## config.mk

```make
export PLATFORM = sky130hd
export DESIGN_NAME = adc_readout_scheduler
export DESIGN_NICKNAME = d
export VERILOG_FILES = /design/src/rtl/adc_readout_scheduler.sv
export SDC_FILE = /design/constraint.sdc
export NUM_CORES = 1
export LEC_CHECK = 0
export BUFFER_PORTS_ARGS = -buffer_cell sky130_fd_sc_hd__buf_2
export CAP_MARGIN = 30
export CORE_ASPECT_RATIO = 1.25
export CORE_MARGIN = 1
export CORE_UTILIZATION = 51
export DETAILED_ROUTE_END_ITERATION = 16
export GPL_ROUTABILITY_DRIVEN = 1
export PLACE_DENSITY_LB_ADDON = 0.08
export SYNTH_ARGS = -nofsm -noshare
export SYNTH_HDL_FRONTEND = slang
export SYNTH_SLANG_ARGS = --single-unit
export TNS_END_PERCENT = 50
```

## constraint.sdc

```tcl
create_clock -name clk -period 4.1 [get_ports clk]
set_input_delay 0.205 -clock clk [delete_from_list [all_inputs] [get_ports clk]]
set_output_delay 0.205 -clock clk [all_outputs]
set_load 0.03 [all_outputs]
```

## src/rtl/adc_readout_scheduler.sv

```systemverilog
`default_nettype none
// ============================================================================
//  Module   : adc_readout_scheduler
//  Purpose  : Readout sequencer for the delta-sigma comparator ADC.
//             A trigger (external rising edge or internal periodic tick)
//             arms the block; the next decimated sample strobe snapshots
//             channels A, B and A-B coherently.  The enabled channels are
//             then shifted out, in the order A, B, A-B, on one shared serial
//             pin.  Each word is a 2-bit channel id followed by the data,
//             MSB first.
//  Ports    : clk, rst            - clock, synchronous active-high reset
//             trig_in, auto_en    - external trigger level, periodic enable
//             ch_mask             - channel enables {A-B, B, A}
//             clr_ovr             - clears the sticky overrun flag
//             sample_strobe       - new CIC sample available on data_*
//             data_a/b/ab         - filtered channel words
//             ser_out, ser_valid  - serial data, first-bit-of-word marker
//             busy, frame_done    - activity level, end-of-frame pulse
//             overrun             - trigger seen while a frame was pending
//  Revision : 1.0 - initial release
// ============================================================================
module adc_readout_scheduler #(
    parameter int WIDTH  = 13,
    parameter int PERIOD = 4096,
    parameter int GAP    = 2
) (
    input  logic             clk,
    input  logic             rst,
    input  logic             trig_in,
    input  logic             auto_en,
    input  logic [2:0]       ch_mask,
    input  logic             clr_ovr,
    input  logic             sample_strobe,
    input  logic [WIDTH-1:0] data_a,
    input  logic [WIDTH-1:0] data_b,
    input  logic [WIDTH-1:0] data_ab,
    output logic             ser_out,
    output logic             ser_valid,
    output logic             busy,
    output logic             frame_done,
    output logic             overrun
);

    localparam int c_CNT_W = (PERIOD > 1) ? $clog2(PERIOD) : 1;
    localparam int c_BIT_W = $clog2(WIDTH + 2);
    localparam int c_GAP_W = (GAP > 1) ? $clog2(GAP) : 1;

    localparam logic [c_CNT_W-1:0] c_CNT_LAST = c_CNT_W'(PERIOD - 1);
    localparam logic [c_BIT_W-1:0] c_BIT_LAST = c_BIT_W'(WIDTH + 1);
    localparam logic [c_GAP_W-1:0] c_GAP_LAST = c_GAP_W'((GAP > 0) ? GAP - 1 : 0);

    typedef enum logic [1:0] {
        S_IDLE  = 2'd0,
        S_WAIT  = 2'd1,
        S_SHIFT = 2'd2,
        S_GAP   = 2'd3
    } state_t;

    // Returns {found, id} of the lowest enabled channel whose id is above
    // cur.  Channel ids are A=1, B=2, A-B=3, so cur=0 yields the first one.
    function automatic logic [2:0] f_next_chan(input logic [2:0] mask,
                                               input logic [1:0] cur);
        if ((cur < 2'd1) && mask[0]) return 3'b101;
        if ((cur < 2'd2) && mask[1]) return 3'b110;
        if ((cur < 2'd3) && mask[2]) return 3'b111;
        return 3'b000;
    endfunction

    // ------------------------------------------------------------------
    // Registers
    // ------------------------------------------------------------------
    state_t             r_state;
    logic [c_CNT_W-1:0] r_cnt;
    logic               r_trig_q;
    logic [WIDTH-1:0]   r_snap_a;
    logic [WIDTH-1:0]   r_snap_b;
    logic [WIDTH-1:0]   r_snap_ab;
    logic [2:0]         r_mask;
    logic [1:0]         r_chan;
    logic [c_BIT_W-1:0] r_bit;
    logic [c_GAP_W-1:0] r_gap;
    logic               r_ser_out;
    logic               r_ser_valid;
    logic               r_busy;
    logic               r_frame_done;
    logic               r_overrun;

    // ------------------------------------------------------------------
    // Combinational
    // ------------------------------------------------------------------
    logic               w_auto_tick;
    logic               w_evt;
    logic               w_ovr_set;
    logic [2:0]         w_first;
    logic [2:0]         w_follow;
    state_t             w_state_nxt;
    logic [1:0]         w_chan_nxt;
    logic [c_BIT_W-1:0] w_bit_nxt;
    logic [c_GAP_W-1:0] w_gap_nxt;
    logic [WIDTH-1:0]   w_snap_a_nxt;
    logic [WIDTH-1:0]   w_snap_b_nxt;
    logic [WIDTH-1:0]   w_snap_ab_nxt;
    logic [2:0]         w_mask_nxt;
    logic               w_done;
    logic [WIDTH-1:0]   w_sel;
    logic [WIDTH+1:0]   w_word;
    logic [WIDTH+1:0]   w_word_shifted;

    assign w_auto_tick = auto_en && (r_cnt == c_CNT_LAST);
    // A coincident external edge and periodic tick collapse into one event.
    assign w_evt       = (trig_in & ~r_trig_q) | w_auto_tick;
    assign w_ovr_set   = w_evt && (r_state != S_IDLE);
    assign w_first     = f_next_chan(ch_mask, 2'd0);
    assign w_follow    = f_next_chan(r_mask, r_chan);

    always_comb begin
        w_state_nxt   = r_state;
        w_chan_nxt    = r_chan;
        w_bit_nxt     = r_bit;
        w_gap_nxt     = r_gap;
        w_snap_a_nxt  = r_snap_a;
        w_snap_b_nxt  = r_snap_b;
        w_snap_ab_nxt = r_snap_ab;
        w_mask_nxt    = r_mask;
        w_done        = 1'b0;

        case (r_state)
            S_IDLE: begin
                if (w_evt && (ch_mask != 3'b000)) begin
                    w_state_nxt = S_WAIT;
                end
            end
            S_WAIT: begin
                if (sample_strobe) begin
                    w_snap_a_nxt  = data_a;
                    w_snap_b_nxt  = data_b;
                    w_snap_ab_nxt = data_ab;
                    w_mask_nxt    = ch_mask;
                    if (w_first[2]) begin
                        w_state_nxt = S_SHIFT;
                        w_chan_nxt  = w_first[1:0];
                        w_bit_nxt   = '0;
                    end else begin
                        // Mask was cleared while waiting: nothing to send.
                        w_state_nxt = S_IDLE;
                    end
                end
            end
            S_SHIFT: begin
                if (r_bit == c_BIT_LAST) begin
                    if (w_follow[2]) begin
                        w_chan_nxt  = w_follow[1:0];
                        w_bit_nxt   = '0;
                        w_gap_nxt   = '0;
                        w_state_nxt = (GAP == 0) ? S_SHIFT : S_GAP;
                    end else begin
                        w_state_nxt = S_IDLE;
                        w_done      = 1'b1;
                    end
                end else begin
                    w_bit_nxt = r_bit + 1'b1;
                end
            end
            S_GAP: begin
                if (r_gap == c_GAP_LAST) begin
                    w_state_nxt = S_SHIFT;
                    w_bit_nxt   = '0;
                end else begin
                    w_gap_nxt = r_gap + 1'b1;
                end
            end
            default: begin
                w_state_nxt = S_IDLE;
            end
        endcase
    end

    // The serial outputs are registered from next-state values so the id
    // MSB appears in the cycle right after the capturing strobe edge.
    always_comb begin
        case (w_chan_nxt)
            2'd1:    w_sel = w_snap_a_nxt;
            2'd2:    w_sel = w_snap_b_nxt;
            default: w_sel = w_snap_ab_nxt;
        endcase
        w_word         = {w_chan_nxt, w_sel};
        w_word_shifted = w_word << w_bit_nxt;
    end

    // ------------------------------------------------------------------
    // Sequential
    // ------------------------------------------------------------------
    always_ff @(posedge clk) begin
        if (rst) begin
            r_cnt <= '0;
        end else if (!auto_en || w_auto_tick) begin
            r_cnt <= '0;
        end else begin
            r_cnt <= r_cnt + 1'b1;
        end
    end

    always_ff @(posedge clk) begin
        if (rst) begin
            r_state   <= S_IDLE;
            r_trig_q  <= 1'b0;
            r_snap_a  <= '0;
            r_snap_b  <= '0;
            r_snap_ab <= '0;
            r_mask    <= 3'b000;
            r_chan    <= 2'd0;
            r_bit     <= '0;
            r_gap     <= '0;
        end else begin
            r_state   <= w_state_nxt;
            r_trig_q  <= trig_in;
            r_snap_a  <= w_snap_a_nxt;
            r_snap_b  <= w_snap_b_nxt;
            r_snap_ab <= w_snap_ab_nxt;
            r_mask    <= w_mask_nxt;
            r_chan    <= w_chan_nxt;
            r_bit     <= w_bit_nxt;
            r_gap     <= w_gap_nxt;
        end
    end

    always_ff @(posedge clk) begin
        if (rst) begin
            r_ser_out    <= 1'b0;
            r_ser_valid  <= 1'b0;
            r_busy       <= 1'b0;
            r_frame_done <= 1'b0;
            r_overrun    <= 1'b0;
        end else begin
            r_ser_out    <= (w_state_nxt == S_SHIFT) && w_word_shifted[WIDTH+1];
            r_ser_valid  <= (w_state_nxt == S_SHIFT) && (w_bit_nxt == '0);
            r_busy       <= (w_state_nxt != S_IDLE);
            r_frame_done <= w_done;
            // A new overrun takes priority over a simultaneous clear.
            r_overrun    <= w_ovr_set | (r_overrun & ~clr_ovr);
        end
    end

    assign ser_out    = r_ser_out;
    assign ser_valid  = r_ser_valid;
    assign busy       = r_busy;
    assign frame_done = r_frame_done;
    assign overrun    = r_overrun;

endmodule
`default_nettype wire
```

==> flow_summary.json <==
{
  "synth_area_per_cell_um2": 8.89,
  "detailedRoute.firstPassIterationCount": 4,
  "place_congestion": 0.858,
  "drive_gt1_frac": 0.206,
  "post_drt_via_cell_ratio": 5.56,
  "cts_htree_levels": 3,
  "critical_path.cell_chain": "inv_1, ha_1, nand3_1, buf_4, nor3_1, o32ai_1, ha_1, inv_1, nand2_1, o22ai_1, nor2_1, mux2_1, a22oi_1, o211ai_2, o41ai_2",
  "global_route_wire_length_before_repair_um": 12000,
  "synth_enable_flop_cells": 0,
  "cpPeakStageDelay_ns": 0.49,
  "detail-route-antenna-nets": 0,
  "post_synth_inst_count": 385,
  "yosys.cell_types.count": 61,
  "antenna_found_initial": 0,
  "worst_slew_pin_slew_ns": 0.965,
  "detailroute.via_count": 2915,
  "timing.critical_path.arrival_ns": 3.87,
  "report.final.hold_viol_count": 0,
  "ys_seq_elements": 69,
  "grt_overflow_total": 0,
  "power_switching_share": 0.336,
  "outcome": "finished clean",
  "sort_of_element_at_the_start_of_the_critical_path": "flip-flop",
  "net-switching-power_mw": 0.634,
  "timing.hold.worst.class": "in -> reg",
  "coreArea_mm2": 0.00652,
  "maximum_number_of_pins_on_one_net_before_global_route_repair": 56,
  "ctsRootBufferMaster": "clkbuf_8",
  "period_utilisation_layout": 0.884,
  "setup.worst_path.class": "reg -> reg",
  "final_net_count": 489,
  "fmax_mhz": 276,
  "die_width_um": 75.3,
  "buffer_ports.inserted": 52,
  "peakVddDrop_mv": 0.262,
  "finalMaxSlewViolations": 0,
  "pwr-share-seq": 0.403,
  "fin_worst_skew_ns": 0.00612,
  "drtIter0Drc": 148,
  "reg2reg_slack_ns": 0.48,
  "aggregate_global_route_resource_usage": 0.227,
  "leakage_nw": 1.83,
  "numCtsBuffers": 9,
  "ys_seq_area_frac": 0.404,
  "clock_tree.buffer_depth": 2,
  "route.final.wire_length_um": 7390,
  "routed_wire_length_per_instance_um": 14.1,
  "detailed_place_hpwl_um": 5430,
  "clk-insertion-delay-late_ns": 0.34,
  "placement_rows": 33,
  "detail_route.drc_violations": 0,
  "setup_repair_after_global_routing_missed_its_margin": "false",
  "setup-violations-final": 0,
  "critPathCaptureType": "flip-flop",
  "clk_pin_slew_worst_paths_ns": 0.07,
  "first_global_vias": 2681,
  "layout-area-overhead-vs-synth_pct": 14.0,
  "die_y_um": 93.6,
  "synth_async_sr_flop_share": 0,
  "timing.critical_path.slowest_stage_cell": "o32ai_1",
  "hold_buffers": 0,
  "timing.critical_path.required_ns": 4.35,
  "crit_buf_inv": 3,
  "clock_power_share": 0.289,
  "power_frac_comb": 0.308,
  "cts-resized-gates": 0,
  "cts.sink_count": 69,
  "synth_warnings": 0,
  "power_per_cell_area_mw_per_mm2": 484,
  "path_delay_family": "compound AO/OA/AOI/OAI gates",
  "maxCapViolCount": 0,
  "internal_power_contribution_mw": 1.25,
  "syn-cell-area_mm2": 0.00342,
  "total_power_mw": 1.89,
  "cts.repair_timing.setup_buffer_count": 0,
  "ioPinCount": 53,
  "sum_of_negative_setup_slack_ns": 0,
  "dominant_synthesized_flop_cell": "dfxtp_1",
  "timing.final.crit_period_ns": 3.62,
  "die_area_mm2": 0.00704,
  "num_antenna_cells": 0,
  "critPathMaxFanout": 12,
  "postSynthNetCount": 442,
  "floorplan.initialDensity": 0.524,
  "cts_tree": "yes",
  "worst_slew_margin_rel": 0.356
}
-- kinds of logic (layout without fill, tap and decap cells) --
logic type / count (synthesis) / count (layout) / share of synthesized area
and+or+nand+nor: 153 / 153 / 0.207
xor gates and xnor gates: 10 / 10 / 0.0256
DFF: 69 / 69 / 0.404
adders and majority gates: 9 / 9 / 0.0329
buffers and inverters: 37 / 89 / 0.0516
AOI/OAI and AO/OA: 67 / 67 / 0.162
muxes: 40 / 40 / 0.118
-- flip-flops by register name, indices dropped and copies added, names as in the netlist --
signal and count:
r_chan 2, r_snap_ab 13, busy 1, r_bit 4, r_cnt 12, r_trig_q 1, r_gap 1, r_mask 3
ser_valid 1, r_snap_b 13, overrun 1, r_snap_a 13, ser_out 1, r_state 2, frame_done 1
-- cell usage after synthesis, types with 7 or more instances --
master    count  area (µm²)
a21oi_1      10        50.1
o21ai_0      11        55.1
inv_1        17        63.8
ha_1          9         113
clkbuf_1     11        41.3
o22ai_1       7        43.8
nand3_1      17        85.1
xor2_1        8        70.1
mux2i_1      38         380
nand2_1      21        78.8
dfxtp_1      69        1380
nor2_1       78         293
-- layout make-up --
class / count / area [µm²]
inverter: 17 / 63.8
fill: 631 / 2620
sequential: 69 / 1380
timing repair buffer: 56 / 290
multi-input combinational: 279 / 1860
tap: 87 / 109
clock buffer: 12 / 145
clock inverter: 4 / 47.5
-- worst reg2reg max path, cell delays in order, from the launching register on --
cell      delay (ns)
dfxtp_1         0.40
inv_1           0.11
ha_1            0.23
nand3_1         0.13
buf_4           0.19
nor3_1          0.07
o32ai_1         0.49
ha_1            0.45
inv_1           0.33
nand2_1         0.21
o22ai_1         0.21
nor2_1          0.06
mux2_1          0.30
a22oi_1         0.18
o211ai_2        0.11
o41ai_2         0.06
-- metrics by stage --
step | utilization | hold slack, ns | std cells | instance area, µm² | setup slack, ns
floorplan | - | 0.333 | 385 | 3420 | 0.959
global placement | 0.568 | 0.425 | 508 | 3710 | 0.736
detailed placement | 0.568 | 0.434 | 508 | 3710 | 0.497
CTS | 0.598 | 0.0794 | 524 | 3900 | 0.464
global route | 0.598 | 0.111 | 524 | 3900 | 0.185
finish | 0.598 | 0.0941 | 524 | 3900 | 0.478
-- cells in the final DEF, fill, tap and decap left out, drive strengths merged, types with 9 or more instances in the layout --
| cell type | n |
|---|---|
| o21ai | 12 |
| a21oi | 12 |
| mux2i | 38 |
| nand3 | 17 |
| ha | 9 |
| nand2 | 22 |
| nor2 | 79 |
| dfxtp | 69 |
| buf | 56 |
| inv | 17 |
| clkbuf | 12 |
-- worst paths after layout --
kind                                from       end  cells past startpoint
worst max-delay path            r_bit[0]   ser_out                     15
worst min-delay path             trig_in  r_trig_q                      2
worst max register to register  r_bit[0]   ser_out                     15
worst min register to register  r_cnt[0]  r_cnt[0]                      1
-- power by group through the flow --
stage	Clock [mW]	Combinational, mW	Sequential, mW
CTS	0.558	0.584	0.761
global placement	0	0.578	0.772
global route	0.587	0.644	0.767
detailed placement	0	0.580	0.777
floorplan	0	0.439	0.790
finish	0.546	0.581	0.761
-- layer usage --
layer | vias to the layer above | global-route usage | wire length, µm
met5 | - | 0 | 0
met4 | 0 | 0.0957 | 167
li1 | 1446 | - | -
met3 | 17 | 0.0603 | 353
met1 | 1383 | 0.286 | 3300
met2 | 69 | 0.361 | 3560
No activity file was read; power rests on OpenSTA's default activity.
